[src/rtl/bagging_pkg.sv]
// Shared types and constants for the bagged-ensemble vote stage.
package bagging_pkg;

  // Learner core prediction encoding: 2-bit signed, 2'b10 carries no vote.
  typedef logic [1:0] pred_t;

  localparam pred_t PRED_POS  = 2'b01;
  localparam pred_t PRED_NEG  = 2'b11;
  localparam pred_t PRED_ZERO = 2'b00;

  typedef enum logic [1:0] {
    ST_IDLE    = 2'd0,
    ST_COLLECT = 2'd1,
    ST_VOTE    = 2'd2,
    ST_HOLD    = 2'd3
  } state_e;

  // Registered ensemble result presented downstream.
  typedef struct packed {
    pred_t pred;
    logic  timed_out;
    logic  no_quorum;
  } vote_out_t;

  function automatic logic pred_is_pos(input pred_t p);
    return p == PRED_POS;
  endfunction

  function automatic logic pred_is_neg(input pred_t p);
    return p == PRED_NEG;
  endfunction

endpackage

[src/rtl/bagging_vote_aggregator_vote_counter.sv]
// Combinational +1 / -1 tally over the selected learner entries.
module vote_counter
  import bagging_pkg::*;
#(
  parameter int unsigned N_LRN = 3,
  parameter int unsigned CNT_W = 2
) (
  input  logic [2*N_LRN-1:0] results,
  input  logic [N_LRN-1:0]   mask,
  output logic [CNT_W-1:0]   pos_c,
  output logic [CNT_W-1:0]   neg_c
);

  // Count positive and negative votes among masked-in entries.
  always_comb begin
    pos_c = '0;
    neg_c = '0;
    for (int i = 0; i < N_LRN; i++) begin
      if (mask[i]) begin
        if (pred_is_pos(results[2*i +: 2])) begin
          pos_c = pos_c + CNT_W'(1);
        end else if (pred_is_neg(results[2*i +: 2])) begin
          neg_c = neg_c + CNT_W'(1);
        end
      end
    end
  end

endmodule

[src/rtl/bagging_vote_aggregator.sv]
// Majority-vote combiner for N bagged learners with timeout and valid/ready output.
module bagging_vote_aggregator
  import bagging_pkg::*;
#(
  parameter int unsigned N_LRN   = 3,
  parameter int unsigned TIMEOUT = 64
) (
  input  logic               clk,
  input  logic               rst,
  input  logic               en,
  input  logic [N_LRN-1:0]   lrn_mask,
  input  logic [2*N_LRN-1:0] lrn_result,
  input  logic [N_LRN-1:0]   lrn_ready,
  input  logic               out_ready,
  output logic [1:0]         total_predict,
  output logic               total_valid,
  output logic               timed_out,
  output logic               no_quorum,
  output logic               busy
);

  localparam int unsigned CNT_W = $clog2(N_LRN + 1);
  localparam int unsigned CMP_W = CNT_W + 1;
  localparam int unsigned TMR_W = (TIMEOUT > 1) ? $clog2(TIMEOUT) : 1;

  state_e               state_q, state_d;
  logic [N_LRN-1:0]     act_q, act_d;
  logic [N_LRN-1:0]     got_q, got_d;
  logic [2*N_LRN-1:0]   res_q, res_d;
  logic [TMR_W-1:0]     timer_q, timer_d;
  logic                 to_q, to_d;
  vote_out_t            out_q, out_d;
  logic                 valid_q, valid_d;
  logic                 busy_q, busy_d;

  logic [CNT_W-1:0]     pos_c, neg_c, n_act_c;
  logic [CMP_W-1:0]     pos2_c, neg2_c, n_ext_c;
  vote_out_t            vote_c;

  // Tally only entries that were actually captured this round.
  vote_counter #(
    .N_LRN (N_LRN),
    .CNT_W (CNT_W)
  ) u_vote_counter (
    .results (res_q),
    .mask    (got_q & act_q),
    .pos_c   (pos_c),
    .neg_c   (neg_c)
  );

  // Majority decision; missing learners still count toward the electorate.
  always_comb begin
    n_act_c = '0;
    for (int i = 0; i < N_LRN; i++) begin
      n_act_c = n_act_c + CNT_W'(act_q[i]);
    end
    pos2_c = {pos_c, 1'b0};
    neg2_c = {neg_c, 1'b0};
    n_ext_c = CMP_W'(n_act_c);
    vote_c.timed_out = to_q;
    vote_c.pred      = PRED_ZERO;
    vote_c.no_quorum = 1'b1;
    if (n_act_c != '0) begin
      if (neg2_c > n_ext_c) begin
        vote_c.pred      = PRED_NEG;
        vote_c.no_quorum = 1'b0;
      end else if (pos2_c > n_ext_c) begin
        vote_c.pred      = PRED_POS;
        vote_c.no_quorum = 1'b0;
      end
    end
  end

  // Round sequencing, capture of learner results and output staging.
  always_comb begin
    state_d = state_q;
    act_d   = act_q;
    got_d   = got_q;
    res_d   = res_q;
    timer_d = timer_q;
    to_d    = to_q;
    out_d   = out_q;
    valid_d = valid_q;
    unique case (state_q)
      ST_IDLE: begin
        if (en) begin
          act_d   = lrn_mask;
          got_d   = '0;
          timer_d = '0;
          to_d    = 1'b0;
          state_d = (lrn_mask == '0) ? ST_VOTE : ST_COLLECT;
        end
      end
      ST_COLLECT: begin
        for (int i = 0; i < N_LRN; i++) begin
          if (act_q[i] && lrn_ready[i] && !got_q[i]) begin
            res_d[2*i +: 2] = lrn_result[2*i +: 2];
            got_d[i]        = 1'b1;
          end
        end
        timer_d = timer_q + TMR_W'(1);
        if ((got_d | ~act_q) == '1) begin
          state_d = ST_VOTE;
        end else if ((TIMEOUT != 0) && (timer_q == TMR_W'(TIMEOUT - 1))) begin
          state_d = ST_VOTE;
          to_d    = 1'b1;
        end
      end
      ST_VOTE: begin
        out_d   = vote_c;
        valid_d = 1'b1;
        state_d = ST_HOLD;
      end
      ST_HOLD: begin
        if (out_ready) begin
          valid_d = 1'b0;
          state_d = ST_IDLE;
        end
      end
      default: state_d = ST_IDLE;
    endcase
    busy_d = (state_d != ST_IDLE);
  end

  // State and datapath registers.
  always_ff @(posedge clk or negedge rst) begin
    if (!rst) begin
      state_q <= ST_IDLE;
      act_q   <= '0;
      got_q   <= '0;
      res_q   <= '0;
      timer_q <= '0;
      to_q    <= 1'b0;
      out_q   <= '0;
      valid_q <= 1'b0;
      busy_q  <= 1'b0;
    end else begin
      state_q <= state_d;
      act_q   <= act_d;
      got_q   <= got_d;
      res_q   <= res_d;
      timer_q <= timer_d;
      to_q    <= to_d;
      out_q   <= out_d;
      valid_q <= valid_d;
      busy_q  <= busy_d;
    end
  end

  assign total_predict = out_q.pred;
  assign timed_out     = out_q.timed_out;
  assign no_quorum     = out_q.no_quorum;
  assign total_valid   = valid_q;
  assign busy          = busy_q;

endmodule

[config.mk]
export PLATFORM = sky130hd
export DESIGN_NAME = bagging_vote_aggregator
export DESIGN_NICKNAME = d
export VERILOG_FILES = /design/src/rtl/bagging_pkg.sv /design/src/rtl/bagging_vote_aggregator_vote_counter.sv /design/src/rtl/bagging_vote_aggregator.sv
export SDC_FILE = /design/constraint.sdc
export NUM_CORES = 1
export LEC_CHECK = 0
export BUFFER_PORTS_ARGS = -buffer_cell sky130_fd_sc_hd__buf_2
export CAP_MARGIN = 20
export CORE_UTILIZATION = 60
export CTS_CLUSTER_DIAMETER = 50
export CTS_CLUSTER_SIZE = 30
export DETAILED_ROUTE_END_ITERATION = 10
export PLACE_DENSITY = 0.91
export SLEW_MARGIN = 20
export SYNTH_ARGS = -nofsm -noshare
export SYNTH_HDL_FRONTEND = slang
export SYNTH_SLANG_ARGS = --single-unit
[constraint.sdc]
create_clock -name clk -period 4 [get_ports clk]
set_input_delay 0.6 -clock clk [delete_from_list [all_inputs] [get_ports clk]]
set_output_delay 0.6 -clock clk [all_outputs]
set_load 0.05 [all_outputs]
==> metrics.md <==
| Metric | Value |
|---|---|
| Multi-input gate area | `757.0 µm²` |
| Dpl hpwl | `about 2200 µm` |
| Starting density of the core | `about two thirds` |
| Top-area cell type share of the netlist area | `45.72%` |
| Slew Limit Headroom | `60.98%` |
| Synth Warn # | `0` |
| Predominant post-synthesis flop cell | `dfrtp_1` |
| Global route total overflow | `0` |
| CTS tree | `built` |
| Final-layout fill cell count | `167` |
| H-tree levels | `1` |
| Cell type with the highest aggregate area in the netlist | `dfrtp_1` |
| PortBufs | `21` |
| Synth Instances | `149` |
| Synth cell types | `38` |
| Fraction of layout instances using a drive strength above 1 | `23.53%` |
| Initial DRC Count | `17` |
| Fin. Hold Viols | `0` |
| Most area-consuming cells after synthesis | `dfrtp_1 46%, mux2_2 6.1%, nand2_1 4.3%` |
| Synthesized cell area | `1478 µm²` |
| Crit path kind | `reg2reg` |
| Nets | `around 190` |
| Largest net degree at the start of global routing | `28` |
| Dpl cell area | `1599 µm²` |
| Drt wl/cell | `between 10 and 15 µm` |
| Cts hold-fix bufs | `0` |
| Maxcap violations | `0` |
| CP max-delay cell | `dfrtp_1` |
| Endpoints failing setup | `0` |
| Area grow syn2layout | `9.992%` |
| Hold Slack | `253.9 ps` |
| Clock Pin Slew Worst Setup and Hold Paths | `140 ps` |
| Placer Congestion | `0.8450` |
| Clk_skew | `a little under 7 ps` |
| Avg Inst Size Synth | `approximately 9.9 µm²` |
| TNS Setup | `0 ps` |
| EDFF count, synth | `0` |
| Num CTS Buffers | `3` |
| ANT nets after route | `0` |
| Top Ports | `22` |
| Worst Max-Slew Pin Slew | `a little under 600 ps` |
| Core area | `2276 µm²` |
| Post-Synthesis Net Count | `171` |
| Critical Path Max Stage Delay | `450 ps` |
| Fmax | `0.4136 GHz` |
| Clk buf depth | `2` |
| Final Non-Filler Cells | `between 150 and 200` |
| Pwr Total | `0.001136 W` |
| Type of origin of the critical path | `flip-flop` |
| Share of synthesized registers carrying an async set or reset | `100.0%` |
| Element type at the critical path end | `flip-flop` |
| Placed Cells | `194` |
| Crit path top cell by count | `ha_1` |
| Vias post-DR | `about 1,100` |
| Worst-Skew Late Latency | `320 ps` |
| Ant. Diodes | `0` |
| Initial antenna violation count | `0` |
| Hold WC Path Type | `in2async` |
| Post-CTS setup buffer count | `0` |
| Seq. cell area | `675.6 µm²` |
| Sequential cell area fraction in the yosys report | `45.72%` |
| Root buffer cell | `clkbuf_4` |
| Routed wire length | `2807 µm` |
| Die ar. | `2665 µm²` |
| Final min period | `2418 ps` |
| WP buf/inv | `0` |
| Die Width | `51.63 µm` |
| Drt via density | `about 5.7` |
| Final design area excluding fillers | `roughly 1600 µm²` |
| Unrepaired setup endpoints after global routing | `false` |
| IR drop worst, VDD | `491.7 µV` |
| Cts repair resizes | `0` |
| Cell Rows | `17` |
| Leak | `0.7371 nW` |
| Arrival time worst endpoint | `between 2000 and 3000 ps` |
| Flops & latches, synth | `27` |
| Crit-path cells | `nand3_1 -> nor2_1 -> ha_1 -> mux2i_1 -> xor2_1 -> ha_1 -> nand2b_1 -> a221o_1 -> o21ba_2` |
| Worst EP required | `4230 ps` |
| Vert. Die Dim | `51.63 µm` |
| Status | `complete, no violations` |
| Drt pass-1 iters | `4` |
| First-pass GRT wire length | `4754 µm` |
| GRT Overall Usage | `around a quarter` |
| Cell family with most CP delay | `compound AO/OA/AOI/OAI gates` |
| Clk sinks | `27` |
| Vias in the first global route | `1,171` |
| # DRC | `0` |
| PwrDens | `698.9 nW/µm²` |
| Final Cycle Share | `60.44%` |
| Worst-path maximum fanout | `5` |
| Final Max Slew Viols | `0` |
[synth_stat cells (2+ instances only)]
library cell  number
nor3_1             4
nand2_1           17
o22ai_1            2
nor2_1            10
inv_1              7
nor2b_1            4
nand3_1            7
xor2_1             4
mux2i_1            2
o21ai_0           11
nand4_1            2
buf_2              3
o2111ai_1          2
nand2b_1           4
ha_1               5
nor3b_2            3
a21oi_1            6
dfrtp_1           27
mux2_2             8
a31oi_1            3
[power by group]
group | internal [W] | switching (W) | total, W | leakage (nW)
clock network | 0.0000390 | 0.0000777 | 0.000117 | 0.0150
registers | 0.000384 | 0.000125 | 0.000509 | 0.334
logic | 0.000213 | 0.000297 | 0.000510 | 0.388
total | 0.000637 | 0.000499 | 0.00114 | 0.737
[worst register-to-register path, delay by kind of cell, from the launching register on]
kind | cells | cell delay, ps
XOR/XNOR | 1 | 130
flip-flops | 1 | 450
multiplexers | 1 | 230
AND/OR/NAND/NOR | 3 | 370
AO/OA/AOI/OAI | 2 | 600
adder cells (fa/ha/maj) | 2 | 560
[stage by stage]
stage / setup slack (ps) / utilization, %
after floorplan: 1876 / -
after detailed placement: 1614 / 70.26
final: 1582 / 71.41
after global routing: 1480 / 71.41
after global placement: 1819 / 70.26
after CTS: 1596 / 71.41
[layout make-up]
class	instances	share of cell area, %
well taps	28	2.156
flip-flops and latches	27	41.57
multi-input cells	111	46.57
repair buffers	21	6.467
clock buffers	4	1.617
inverters	7	1.617
[final timing paths]
| path | startpoint | endpoint | slack, ps | cells past startpoint |
|---|---|---|---|---|
| worst min register to register | total_valid | total_valid | 490 | 2 |
| worst max-delay path | act_q[0] | total_predict[0] | 1580 | 9 |
| min in group clk | lrn_result[1] | res_q[1] | 480 | 3 |
| worst min-delay path | rst | total_predict[0] | 250 | 1 |
| max in group asynchronous | rst | act_q[1] | 3360 | 1 |
| worst max register to register | act_q[0] | total_predict[0] | 1580 | 9 |
[layer usage]
layer | GRT usage (%) | vias to the layer above | wire length [µm]
li1 | - | 571 | -
met1 | 27.36 | 541 | 1190
met2 | 45.02 | 18 | 1491
met3 | 3.509 | 8 | 59
met4 | 12.16 | 0 | 65
met5 | 0 | - | 0
[cell usage in the layout, fill, tap and decap left out, drive strengths merged, types with 5 or more instances in the layout]
cell   Yosys  layout
a21oi      6       6
buf        3      21
dfrtp     27      27
ha         5       5
inv        7       7
mux2       8       8
nand2     18      18
nand3      7       7
nor2      11      11
o21ai     11      11
[sequential cells by signal, summed over array words and instances, names as in the netlist]
| register | count |
|---|---|
| act_q | 3 |
| busy | 1 |
| got_q | 3 |
| no_quorum | 1 |
| res_q | 6 |
| state_q | 2 |
| timed_out | 1 |
| timer_q | 6 |
| to_q | 1 |
| total_predict | 2 |
| total_valid | 1 |
[logic make-up (layout without fill, tap and decap cells)]
logic type	Yosys count	count (layout)	synth area share [%]
XOR/XNOR	5	5	2.963
buffers and inverters	11	32	3.048
AO/OA/AOI/OAI	31	31	13.04
multiplexers	10	10	7.452
adder cells (fa/ha/maj)	6	6	5.589
flip-flops	27	27	45.72
AND/OR/NAND/NOR	59	59	22.19
(Power assumes the default switching activity.)
